===== src/rtl/mult_32.sv =====
// Iterative shift-add 32x32 multiplier for MIPS MULT/MULTU.
// One partial product per cycle through a single shared adder; HI/LO are written once per operation.
module mult_32 #(
    parameter int WIDTH = 32
) (
    input  logic             clk,
    input  logic             rst_n,
    input  logic             start,
    input  logic             is_signed,
    input  logic [WIDTH-1:0] a,
    input  logic [WIDTH-1:0] b,
    output logic             busy,
    output logic             done,
    output logic [WIDTH-1:0] hi,
    output logic [WIDTH-1:0] lo,
    output logic [1:0]       dbg_state
);

    localparam int CW = (WIDTH > 1) ? $clog2(WIDTH) : 1;
    localparam logic [CW-1:0]      LAST    = CW'(WIDTH - 1);
    localparam logic [WIDTH-1:0]   ONE_W   = WIDTH'(1);
    localparam logic [2*WIDTH-1:0] ONE_2W  = (2*WIDTH)'(1);

    typedef enum logic [1:0] {
        IDLE    = 2'd0,
        COMPUTE = 2'd1,
        FIXUP   = 2'd2
    } state_t;

    state_t             state;
    logic [CW-1:0]      count;
    logic [WIDTH-1:0]   mcand;
    logic [WIDTH-1:0]   p_hi;
    logic [WIDTH-1:0]   p_lo;
    logic               neg;

    logic [WIDTH-1:0]   a_mag;
    logic [WIDTH-1:0]   b_mag;
    logic [WIDTH:0]     sum;
    logic [2*WIDTH-1:0] prod;

    // The most negative value maps onto itself, which is exactly 2^(WIDTH-1) read as unsigned.
    always_comb begin
        a_mag = (is_signed && a[WIDTH-1]) ? (~a + ONE_W) : a;
        b_mag = (is_signed && b[WIDTH-1]) ? (~b + ONE_W) : b;
        sum   = p_lo[0] ? ({1'b0, p_hi} + {1'b0, mcand}) : {1'b0, p_hi};
        prod  = neg ? (~{p_hi, p_lo} + ONE_2W) : {p_hi, p_lo};
    end

    assign dbg_state = state;

    always_ff @(posedge clk or negedge rst_n) begin
        if (!rst_n) begin
            state <= IDLE;
            count <= '0;
            mcand <= '0;
            p_hi  <= '0;
            p_lo  <= '0;
            neg   <= 1'b0;
            busy  <= 1'b0;
            done  <= 1'b0;
            hi    <= '0;
            lo    <= '0;
        end else begin
            done <= 1'b0;
            case (state)
                IDLE: begin
                    if (start) begin
                        mcand <= a_mag;
                        p_hi  <= '0;
                        p_lo  <= b_mag;
                        neg   <= is_signed & (a[WIDTH-1] ^ b[WIDTH-1]);
                        count <= '0;
                        busy  <= 1'b1;
                        state <= COMPUTE;
                    end
                end
                COMPUTE: begin
                    // Carry out of the add becomes the new MSB as the pair shifts right.
                    p_hi  <= sum[WIDTH:1];
                    p_lo  <= {sum[0], p_lo[WIDTH-1:1]};
                    count <= count + 1'b1;
                    if (count == LAST) begin
                        state <= FIXUP;
                    end
                end
                FIXUP: begin
                    hi    <= prod[2*WIDTH-1:WIDTH];
                    lo    <= prod[WIDTH-1:0];
                    done  <= 1'b1;
                    busy  <= 1'b0;
                    state <= IDLE;
                end
                default: begin
                    state <= IDLE;
                    busy  <= 1'b0;
                end
            endcase
        end
    end

endmodule


===== config.mk =====
export PLATFORM = sky130hd
export DESIGN_NAME = mult_32
export DESIGN_NICKNAME = d
export VERILOG_FILES = /design/src/rtl/mult_32.sv
export SDC_FILE = /design/constraint.sdc
export NUM_CORES = 1
export LEC_CHECK = 0
export BUFFER_PORTS_ARGS = -buffer_cell sky130_fd_sc_hd__buf_2
export CAP_MARGIN = 15
export CORE_ASPECT_RATIO = 0.7
export CORE_MARGIN = 4
export CORE_UTILIZATION = 40
export CTS_CLUSTER_DIAMETER = 100
export CTS_CLUSTER_SIZE = 12
export DETAILED_ROUTE_END_ITERATION = 12
export GPL_TIMING_DRIVEN = 0
export PLACE_DENSITY = 0.63
export SLEW_MARGIN = 10
export SYNTH_ARGS = -nofsm -noshare
export SYNTH_HDL_FRONTEND = slang
export SYNTH_SLANG_ARGS = --single-unit

===== constraint.sdc =====
create_clock -name clk -period 3.9 [get_ports clk]
set_clock_uncertainty 0.2 [all_clocks]
set_input_delay 0.585 -clock clk [delete_from_list [all_inputs] [get_ports clk]]
set_output_delay 0.585 -clock clk [all_outputs]
set_load 0.01 [all_outputs]

==> results of run 1 <==
[sequential cells by signal, summed over array words and instances, names as in the netlist, 2 cells and up]
| signal | flops |
|---|---|
| lo | 32 |
| p_lo | 32 |
| hi | 32 |
| dbg_state | 2 |
| p_hi | 32 |
| count | 5 |
| mcand | 32 |
[power by group through the flow]
stage                     clock network [W]  logic, W  registers (W)
final                               0.00175   0.00475        0.00332
after global routing                0.00185   0.00533        0.00339
after CTS                           0.00178   0.00469        0.00326
after global placement                    0   0.00461        0.00326
after floorplan                           0   0.00344        0.00292
after detailed placement                  0   0.00467        0.00329
[metal layers]
layer | GRT usage | up-vias | wire, um
met5 | 0 | - | 0
met2 | 0.286 | 382 | 12800
met4 | 0.0328 | 0 | 213
met1 | 0.376 | 4683 | 17700
met3 | 0.0619 | 19 | 3120
li1 | - | 4800 | -
[cell usage after synthesis, types with 5 or more instances]
library cell  number  area (um2)
o21ai_0          197         986
dfrtp_1          170        4250
nand2_1          169         634
xor2_1            91         797
a21oi_1           73         365
clkbuf_1          65         244
xnor2_1           57         499
nor2_1            55         206
a22oi_1           38         285
ha_1              37         463
inv_1             25        93.8
nor3_1            24         120
o22ai_1           24         150
o31ai_1           22         165
a21o_1            16         120
a31oi_1           16         100
nand3_1           16        80.1
o41ai_1           15         131
nand4_1           13        81.3
or3_1             11        68.8
mux2i_1            8        80.1
or4_1              8        60.1
and3_1             7        43.8
nand2b_1           7        43.8
nor2b_1            6        37.5
nor4_1             6        37.5
o21bai_1           5        37.5
[metrics by stage]
stage	setup TNS, ps	std cells	hold WS, ps	util
floorplan	0	1246	89.4	-
global placement	-97420	1744	257	0.448
detailed placement	0	1745	265	0.449
global route	0	1778	253	0.472
CTS	0	1778	221	0.472
finish	0	1778	233	0.472
[placed cells by master, fill, tap and decap left out, types with 17 or more instances in the layout]
cell	instances
ha_1	37
dfrtp_1	170
a21oi_1	73
o31ai_1	22
nor3_1	24
nand2_1	169
xnor2_1	57
buf_2	134
a22oi_1	38
inv_1	24
clkbuf_1	65
xor2_1	91
o21ai_0	197
clkbuf_16	17
nor2_1	55
o22ai_1	24
[worst reg2reg max path, stage by stage (launching register included)]
cell	delay, ps
dfrtp_1	360
clkbuf_1	240
or3_1	490
or4_1	530
or3_4	400
nor2_1	250
nand4_1	280
o31ai_1	370
xor2_1	310
o21ai_0	120
[layout make-up]
type                       instances  area share
clock buffer                      17      0.0338
tap                              364      0.0362
inverter                          26     0.00776
clock inverter                    15      0.0141
multi-input combinational        975       0.484
sequential                       170       0.338
buffer                            75      0.0284
timing repair buffer             136      0.0571
[timing repair]
action                                  4_1_cts  5_1_grt
hold buffers                                  1        0
endpoints found under the setup margin        0        1
gates resized for setup                       0        1
endpoints found under the hold margin        61        0
[kinds of logic after synthesis]
| logic type | share of synthesized area |
|---|---|
| mux | 0.00741 |
| xor+xnor | 0.120 |
| buf+inv | 0.0422 |
| fa+ha+maj | 0.0447 |
| flops | 0.394 |
| compound gates | 0.239 |
| simple gates | 0.153 |
[path summary, 6_finish.rpt]
path	from	to	slack [ps]	cells after the start
worst max-delay path	p_lo[0]$_DFFE_PN0P_	hi[31]$_DFFE_PN0P_	240	9
worst min-delay path	a[1]	mcand[1]$_DFFE_PN0P_	230	3
worst max register to register	p_lo[0]$_DFFE_PN0P_	hi[31]$_DFFE_PN0P_	240	9
worst min register to register	hi[23]$_DFFE_PN0P_	hi[23]$_DFFE_PN0P_	270	2
max in group asynchronous	rst_n	mcand[27]$_DFFE_PN0P_	2110	3
min in group asynchronous	rst_n	lo[15]$_DFFE_PN0P_	460	2
==> impl_metrics.ini, run 1 <==
[logic_synthesis]
syn_area_um2 = 10800
async_flop_share = 1.00
synth_ff_type = dfrtp_1
synth_cell_type_count = 65
syn_nets = 1352
yosysSeqAreaShare = 0.394
syn_avg_cell_area_um2 = 8.67
yosysWarnings = 0
synth-edff-count = 0
ys_ff_latch = 170
netlist_instances = 1246

[worst_hold_path]
min_path_type = in2reg

[worst_setup_path]
start_kind = flip-flop
end_kind = flip-flop
cp_slowest_cell = or4_1
path_cells = clkbuf_1 > or3_1 > or4_1 > or3_4 > nor2_1 > nand4_1 > o31ai_1 > xor2_1 > o21ai_0
critPathKind = reg2reg
slowest_delay_ps = 530
critPathBufInv = 1
critPathRequiredTime_ps = 4000
arrival_ps = 3760
crit_family = simple AND/OR/NAND/NOR gates
critPathMaxFanout = 8

[floorplanning]
die_w_um = 204
ioPinCount = 136
die_area_um2 = 29700
die_y_um = 145
start_util = 0.405
coreArea_um2 = 26700
num_rows = 50

[finish]
multi_input_comb_area_um2 = 6090
area_growth_pct = 16.4
final-seq-area_um2 = 4250
postLayoutCellArea_um2 = 12600
num-nets-final = 1507
diodes = 0
drive_above_1_share = 0.136
nFillCells = 2692

[timing]
fin_crit_sh = 0.939
rsz0062_at_grt = no
worst_pin_slew_ps = 760
fmax_mhz = 273
layout_setup_ws_ps = 239
hold_viol = 0
period_needed_ps = 3660
slew_headroom = 0.486
setup_viol = 0
finalMaxSlewViolations = 0

[power_and_ir_drop]
power_frac_seq = 0.338
clockPowerShare = 0.178
p_comb_frac = 0.484
power.density_nw_per_um2 = 781
p_int_w = 0.00515
p_sw_w = 0.00468
swShare = 0.476
finalPower_w = 0.00982
ir_drop_v = 0.000383
p_leak_nw = 5.55

[global_route]
overflow = 0
grt_pass1_vias = 9285
grt_usage = 0.224
antenna_found_initial = 0
grt_pass1_wl_um = 53200
grt_max_degree = 110

[outcome]
outcome = complete, no violations

[clock_network]
cts_made_buffers = 17
clk_latency_ps = 430
root_buffer = clkbuf_16
postCtsSetupBuffers = 0
clockBufferDepth = 2
cts_tree = done
clock-sinks = 170
htree_levels = 4
clk_pin_slew_ps = 70

[routing]
routed_via_density = 5.56
first_iter_violations = 856
drc = 0
num_vias = 9884
drt_wl_total_um = 33800
drtPass1Iterations = 5
detail_route.wl_per_cell_um = 19.0
ant_nets = 0

[placed_design]
place_congestion = 0.948
io_buffers = 134
dp_hpwl_um = 26800
postPlaceCellArea_um2 = 12000
pre_cts_ws_ps = 182

[run]
maxCapViolCount = 0
Power figures use the tool's default switching activity.
==> run 2, diff against run 1 <==
--- a/config.mk
+++ b/config.mk
@@ -5,6 +5,7 @@
 export SDC_FILE = /design/constraint.sdc
 export NUM_CORES = 1
 export LEC_CHECK = 0
+export ABC_AREA = 1
 export BUFFER_PORTS_ARGS = -buffer_cell sky130_fd_sc_hd__buf_2
 export CAP_MARGIN = 15
 export CORE_ASPECT_RATIO = 0.7
@@ -14,7 +15,7 @@
 export CTS_CLUSTER_SIZE = 12
 export DETAILED_ROUTE_END_ITERATION = 12
 export GPL_TIMING_DRIVEN = 0
-export PLACE_DENSITY = 0.63
+export PLACE_DENSITY = 0.62
 export SLEW_MARGIN = 10
 export SYNTH_ARGS = -nofsm -noshare
 export SYNTH_HDL_FRONTEND = slang
==> run 2 against run 1 <==
Net effect: sequential power increased by 2%; synthesized area up 22%; largest power group unchanged; sequential share of layout area shrank 5.6 points.
==> impl_metrics.ini, run 2 <==
[logic_synthesis]
syn_avg_cell_area_um2 = 6.32
synth_top_family_by_area = simple AND/OR/NAND/NOR gates
netlist_instances = 2090
synth_ff_type = dfrtp_1
synthSimpleGateAreaFrac = 0.389
synth_top_area_cell = dfrtp_1
synth-xor-area-share = 0.0424
synth.top_cells.by_area = dfrtp_1, nand2_1, inv_1, nor2_1, nand3_1
synth_top_area_frac = 0.322
ys_ff_latch = 170
async_flop_share = 1.00
syn_nets = 2196
yosys.area_share.adder = 0.0365
synth_compound_area_frac = 0.117
yosysWarnings = 0
synth-edff-count = 0
syn_area_um2 = 13200
yosysSeqAreaShare = 0.322
yosysMostFrequentCell = nand2_1
synth_cell_type_count = 45
synth_mux_area_frac = 0
netlist_top_cells_count = nand2_1, inv_1, nor2_1, nand3_1, dfrtp_1

[timing]
fmax_mhz = 269
fin_crit_sh = 0.954
rsz0062_at_grt = no
setup_viol = 0
layout_setup_ws_ps = 181
period_needed_ps = 3720
worst_pin_slew_ps = 928
tns_ps = 0
slew_headroom = 0.381
finalMaxSlewViolations = 0
hold_viol = 0

[floorplanning]
coreArea_um2 = 32400
num_rows = 55
start_util = 0.408
die_area_um2 = 36100
die_y_um = 160
die_w_um = 225
ioPinCount = 136

[routing]
wl_met3_um = 5900
top_layer = met5
routed_via_density = 5.33
ant_nets = 0
wl_met2_um = 18300
first_iter_violations = 1668
drt_wl_total_um = 50200
detail_route.wl_per_cell_um = 18.7
drtPass1Iterations = 6
wl_met1_um = 25200
num_vias = 14300
drc = 0

[power_and_ir_drop]
ir_drop_v = 0.000307
power.density_nw_per_um2 = 827
p_leak_nw = 7.59

[finish]
final_cell_mix = nand2_1, inv_1, nor2_1, nand3_1, dfrtp_1
drive_above_1_share = 0.112
area_growth_pct = 14.1
final_util = 0.465
diodes = 0
num-nets-final = 2352
final_common_cell = nand2_1
fin_cells = 2686

[clock_network]
htree_levels = 4
clk_pin_slew_ps = 80
clockBufferDepth = 2
cts_tree = done
root_buffer = clkbuf_16
cts_made_buffers = 17
clk_latency_ps = 460
postCtsSetupBuffers = 0
clock-sinks = 170

[global_route]
grt_usage = 0.276
antenna_found_initial = 1
grt_pass1_wl_um = 77000
grt_max_degree = 100
overflow = 0
grt_pass1_vias = 13200

[worst_setup_path]
reg2reg_depth = 12
critPathKind = reg2reg
end_kind = flip-flop
arrival_ps = 3920
critPathRequiredTime_ps = 4100
rrSetupSlack_ps = 180
critPathMaxFanout = 10
start_kind = flip-flop

[run]
maxCapViolCount = 0

[placed_design]
pre_cts_ws_ps = 319
dp_hpwl_um = 41000
io_buffers = 135
place_congestion = 0.988
placedCellCount = 2653

[worst_hold_path]
min_path_type = in2reg
holdPathStages = 4

[outcome]
outcome = complete, no violations
-- run 2: area by class of cell --
class                      count  area [um2]
timing repair buffer         137         723
fill                        3445       17300
inverter                     262         985
clock inverter                15         176
sequential                   170        4250
multi-input combinational   1600        7720
clock buffer                  17         425
buffer                        58         251
tap                          427         534
-- run 2: where the power goes --
| part | switching [W] | internal, W | leakage [nW] |
|---|---|---|---|
| logic | 0.00496 | 0.00234 | 5.42 |
| registers | 0.000988 | 0.00241 | 1.88 |
| clock network | 0.000850 | 0.000920 | 0.293 |
| total | 0.00680 | 0.00566 | 7.59 |
-- run 2: logic make-up (layout without fill, tap and decap cells) --
| group | count (synthesis) | in the layout |
|---|---|---|
| xor+xnor | 64 | 64 |
| flops | 170 | 170 |
| buf+inv | 320 | 489 |
| compound gates | 273 | 273 |
| simple gates | 1225 | 1225 |
| fa+ha+maj | 38 | 38 |
-- run 2: repair_timing --
item	in CTS	in global routing
hold buffers	1	0
resized for setup	0	0
hold endpoints to repair	35	0
-- run 2: layer usage --
layer  up-vias  GRT usage
met4         2     0.0559
met5         -          0
met3        52     0.0840
met1      6658      0.449
met2       614      0.349
li1       6982          -
-- run 2: path summary, 6_finish.rpt --
path	start	to
worst max-delay path	p_lo[0]$_DFFE_PN0P_	hi[12]$_DFFE_PN0P_
worst min-delay path	a[25]	mcand[25]$_DFFE_PN0P_
worst max register to register	p_lo[0]$_DFFE_PN0P_	hi[12]$_DFFE_PN0P_
worst min register to register	hi[24]$_DFFE_PN0P_	hi[24]$_DFFE_PN0P_
max in group asynchronous	rst_n	p_lo[7]$_DFFE_PN0P_
min in group asynchronous	rst_n	mcand[4]$_DFFE_PN0P_
-- run 2: through the flow --
step	hold slack, ps	area, um2	power, W
3_3_place_gp	259	14400	0.0104
4_1_cts	183	15100	0.0123
5_1_grt	216	15100	0.0136
6_report	210	15100	0.0125
3_5_place_dp	263	14500	0.0105
2_1_floorplan	89.4	13200	0.00808
-- run 2: critical path, stage by stage, from the launching register on --
cell and delay (ps):
dfrtp_1 490, inv_2 160, clkbuf_1 450, clkbuf_1 750, ha_1 380, nand4_4 160
nand2_2 140, nand2_4 80, nor3_4 390, nand3_1 150, nand2_1 90, nand3_1 110
nand2_1 80
==> run 3, diff against run 2 <==
--- a/config.mk
+++ b/config.mk
@@ -10,12 +10,12 @@
 export CAP_MARGIN = 15
 export CORE_ASPECT_RATIO = 0.7
 export CORE_MARGIN = 4
-export CORE_UTILIZATION = 40
+export CORE_UTILIZATION = 30
 export CTS_CLUSTER_DIAMETER = 100
 export CTS_CLUSTER_SIZE = 12
 export DETAILED_ROUTE_END_ITERATION = 12
 export GPL_TIMING_DRIVEN = 0
-export PLACE_DENSITY = 0.62
+export PLACE_DENSITY = 0.5
 export SLEW_MARGIN = 10
 export SYNTH_ARGS = -nofsm -noshare
 export SYNTH_HDL_FRONTEND = slang
==> run 3 against run 2 <==
Net effect: final area is 1.1% higher; maximum frequency grew 5.8%; sequential share of layout area decreased by 0.31 points; final cell count is 6.2% higher; total power shrank 0.29%; clock-buffer cell count up 1; sequential cell count is the same; hold slack improved by 20 ps.
==> impl_metrics.ini, run 3 (synthesis gave the netlist of run 2 again) <==
[worst_hold_path]
worstHoldEndpoint = mcand[25]$_DFFE_PN0P_
min_path_type = in2reg
holdPathStages = 4
holdCritStartpoint = a[25]

[finish]
multi_input_comb_area_um2 = 7720
final_common_cell = nand2_1
final_cell_mix = nand2_1, inv_1, nor2_1, nand3_1, dfrtp_1
nFillCells = 4823
diodes = 0
num-nets-final = 2352
area_growth_pct = 15.3
drive_above_1_share = 0.112
final-seq-area_um2 = 4250

[routing]
num_vias = 14100
detail_route.wl_per_cell_um = 18.3
first_iter_violations = 1374
drtPass1Iterations = 6
routed_via_density = 4.96
drt_wl_total_um = 52200
ant_nets = 0
drc = 0

[clock_network]
clk_latency_ps = 460
postCtsSetupBuffers = 0
clock-sinks = 170
htree_levels = 4
clockBufferDepth = 2
clk_pin_slew_ps = 70
root_buffer = clkbuf_16
cts_tree = done
cts_made_buffers = 17

[timing]
tns_ps = 0
worst_pin_slew_ps = 930
finalMaxSlewViolations = 0
fmax_mhz = 285
period_needed_ps = 3510
setup_viol = 0
holdWs_ps = 230
slew_headroom = 0.378
fin_crit_sh = 0.901
rsz0062_at_grt = no
hold_viol = 0

[floorplanning]
ioPinCount = 136
die_w_um = 259
die_y_um = 184
num_rows = 64
die_area_um2 = 47500
coreArea_um2 = 43600
start_util = 0.303

[worst_setup_path]
cp_common_cell = nand2_1
arrival_ps = 3660
timing.rr.start = p_lo[0]$_DFFE_PN0P_
crit_family = simple AND/OR/NAND/NOR gates
end_kind = flip-flop
reg2reg_depth = 15
critPathMaxFanout = 10
r2r-end = hi[24]$_DFFE_PN0P_
start_kind = flip-flop
rrSetupSlack_ps = 390
cp_slowest_cell = dfrtp_1
critPathKind = reg2reg
path_cells = inv_2 > clkbuf_1 > clkbuf_2 > ha_1 > inv_1 > nor3_2 > nand4_1 > nor2_1 > nand2_1 > nand2_1 > nand2_1 > nand2_1 > nand2_1 > nand2_1 > nand2_1
slowest_delay_ps = 490
critPathRequiredTime_ps = 4050
critPathBufInv = 4

[placed_design]
dp_hpwl_um = 42700
io_buffers = 135
place_congestion = 0.970

[power_and_ir_drop]
p_leak_nw = 7.57
ir_drop_v = 0.000350
power.density_nw_per_um2 = 815

[global_route]
overflow = 0
grt_pass1_wl_um = 79800
grt_max_degree = 106
top_usage_layer = met1
grt_usage = 0.219
grtUsageMet3 = 0.0512
grt_util_met1 = 0.349
grt_pass1_vias = 13100
use_met2 = 0.292
antenna_found_initial = 4

[run]
maxCapViolCount = 0

[outcome]
outcome = complete, no violations
-- run 3: changes by cell type in the layout (fill, tap and decap cells not counted), sizes merged --
cell,change
inv,-6
clkinvlp,+3
clkbuf,+1
clkinv,+1
-- run 3: worst max path at each step --
stage	slack, ps	from	endpoint	depth (start not counted)
after floorplan	1470	p_lo[0]$_DFFE_PN0P_	hi[24]$_DFFE_PN0P_	15
after global placement	-800	rst_n	p_lo[16]$_DFFE_PN0P_	1
after detailed placement	160	p_lo[0]$_DFFE_PN0P_	hi[24]$_DFFE_PN0P_	15
after CTS	140	p_lo[0]$_DFFE_PN0P_	hi[24]$_DFFE_PN0P_	15
after global routing	200	p_lo[0]$_DFFE_PN0P_	hi[24]$_DFFE_PN0P_	15
final	390	p_lo[0]$_DFFE_PN0P_	hi[24]$_DFFE_PN0P_	15
-- run 3: per-stage QoR --
stage / std cells / power (W) / cell area, um2 / util / worst slack, ps
detailed placement: 2820 / 0.0106 / 14700 / 0.336 / 160
CTS: 2852 / 0.0123 / 15200 / 0.349 / 139
floorplan: 2090 / 0.00808 / 13200 / - / 1470
global route: 2852 / 0.0136 / 15200 / 0.349 / 196
finish: 2852 / 0.0124 / 15200 / 0.349 / 385
global placement: 2819 / 0.0105 / 14600 / 0.335 / -795
-- run 3: metal layers --
metal,vias up,part of all wire
li1,6988,-
met1,6587,0.52
met2,502,0.37
met3,49,0.087
met4,8,0.017
met5,-,0.0010
-- run 3: cell type report --
type                       instances  share of cell area
timing repair buffer             137              0.0475
clock inverter                    13             0.00780
sequential                       170               0.279
clock buffer                      18              0.0288
tap                              594              0.0488
buffer                            58              0.0166
multi-input combinational       1600               0.507
inverter                         262              0.0646
-- run 3: power by group --
part / leakage, nW / switching [W] / total (W) / internal [W]
combinational: 5.42 / 0.00499 / 0.00734 / 0.00234
sequential: 1.88 / 0.00100 / 0.00341 / 0.00241
clock: 0.265 / 0.000783 / 0.00168 / 0.000896
-- run 3: timing repair --
action	in CTS	in global routing
setup endpoints to repair	0	2
endpoints found under the hold margin	65	0
gates resized for setup	0	2
hold buffers	1	0
-- run 3: worst register-to-register path, stage by stage (launching register included) --
cell and delay [ps]:
dfrtp_1 490, inv_2 170, clkbuf_1 450, clkbuf_2 470
ha_1 330, inv_1 100, nor3_2 260, nand4_1 200
nor2_1 200, nand2_1 80, nand2_1 60, nand2_1 50
nand2_1 50, nand2_1 130, nand2_1 120, nand2_1 50
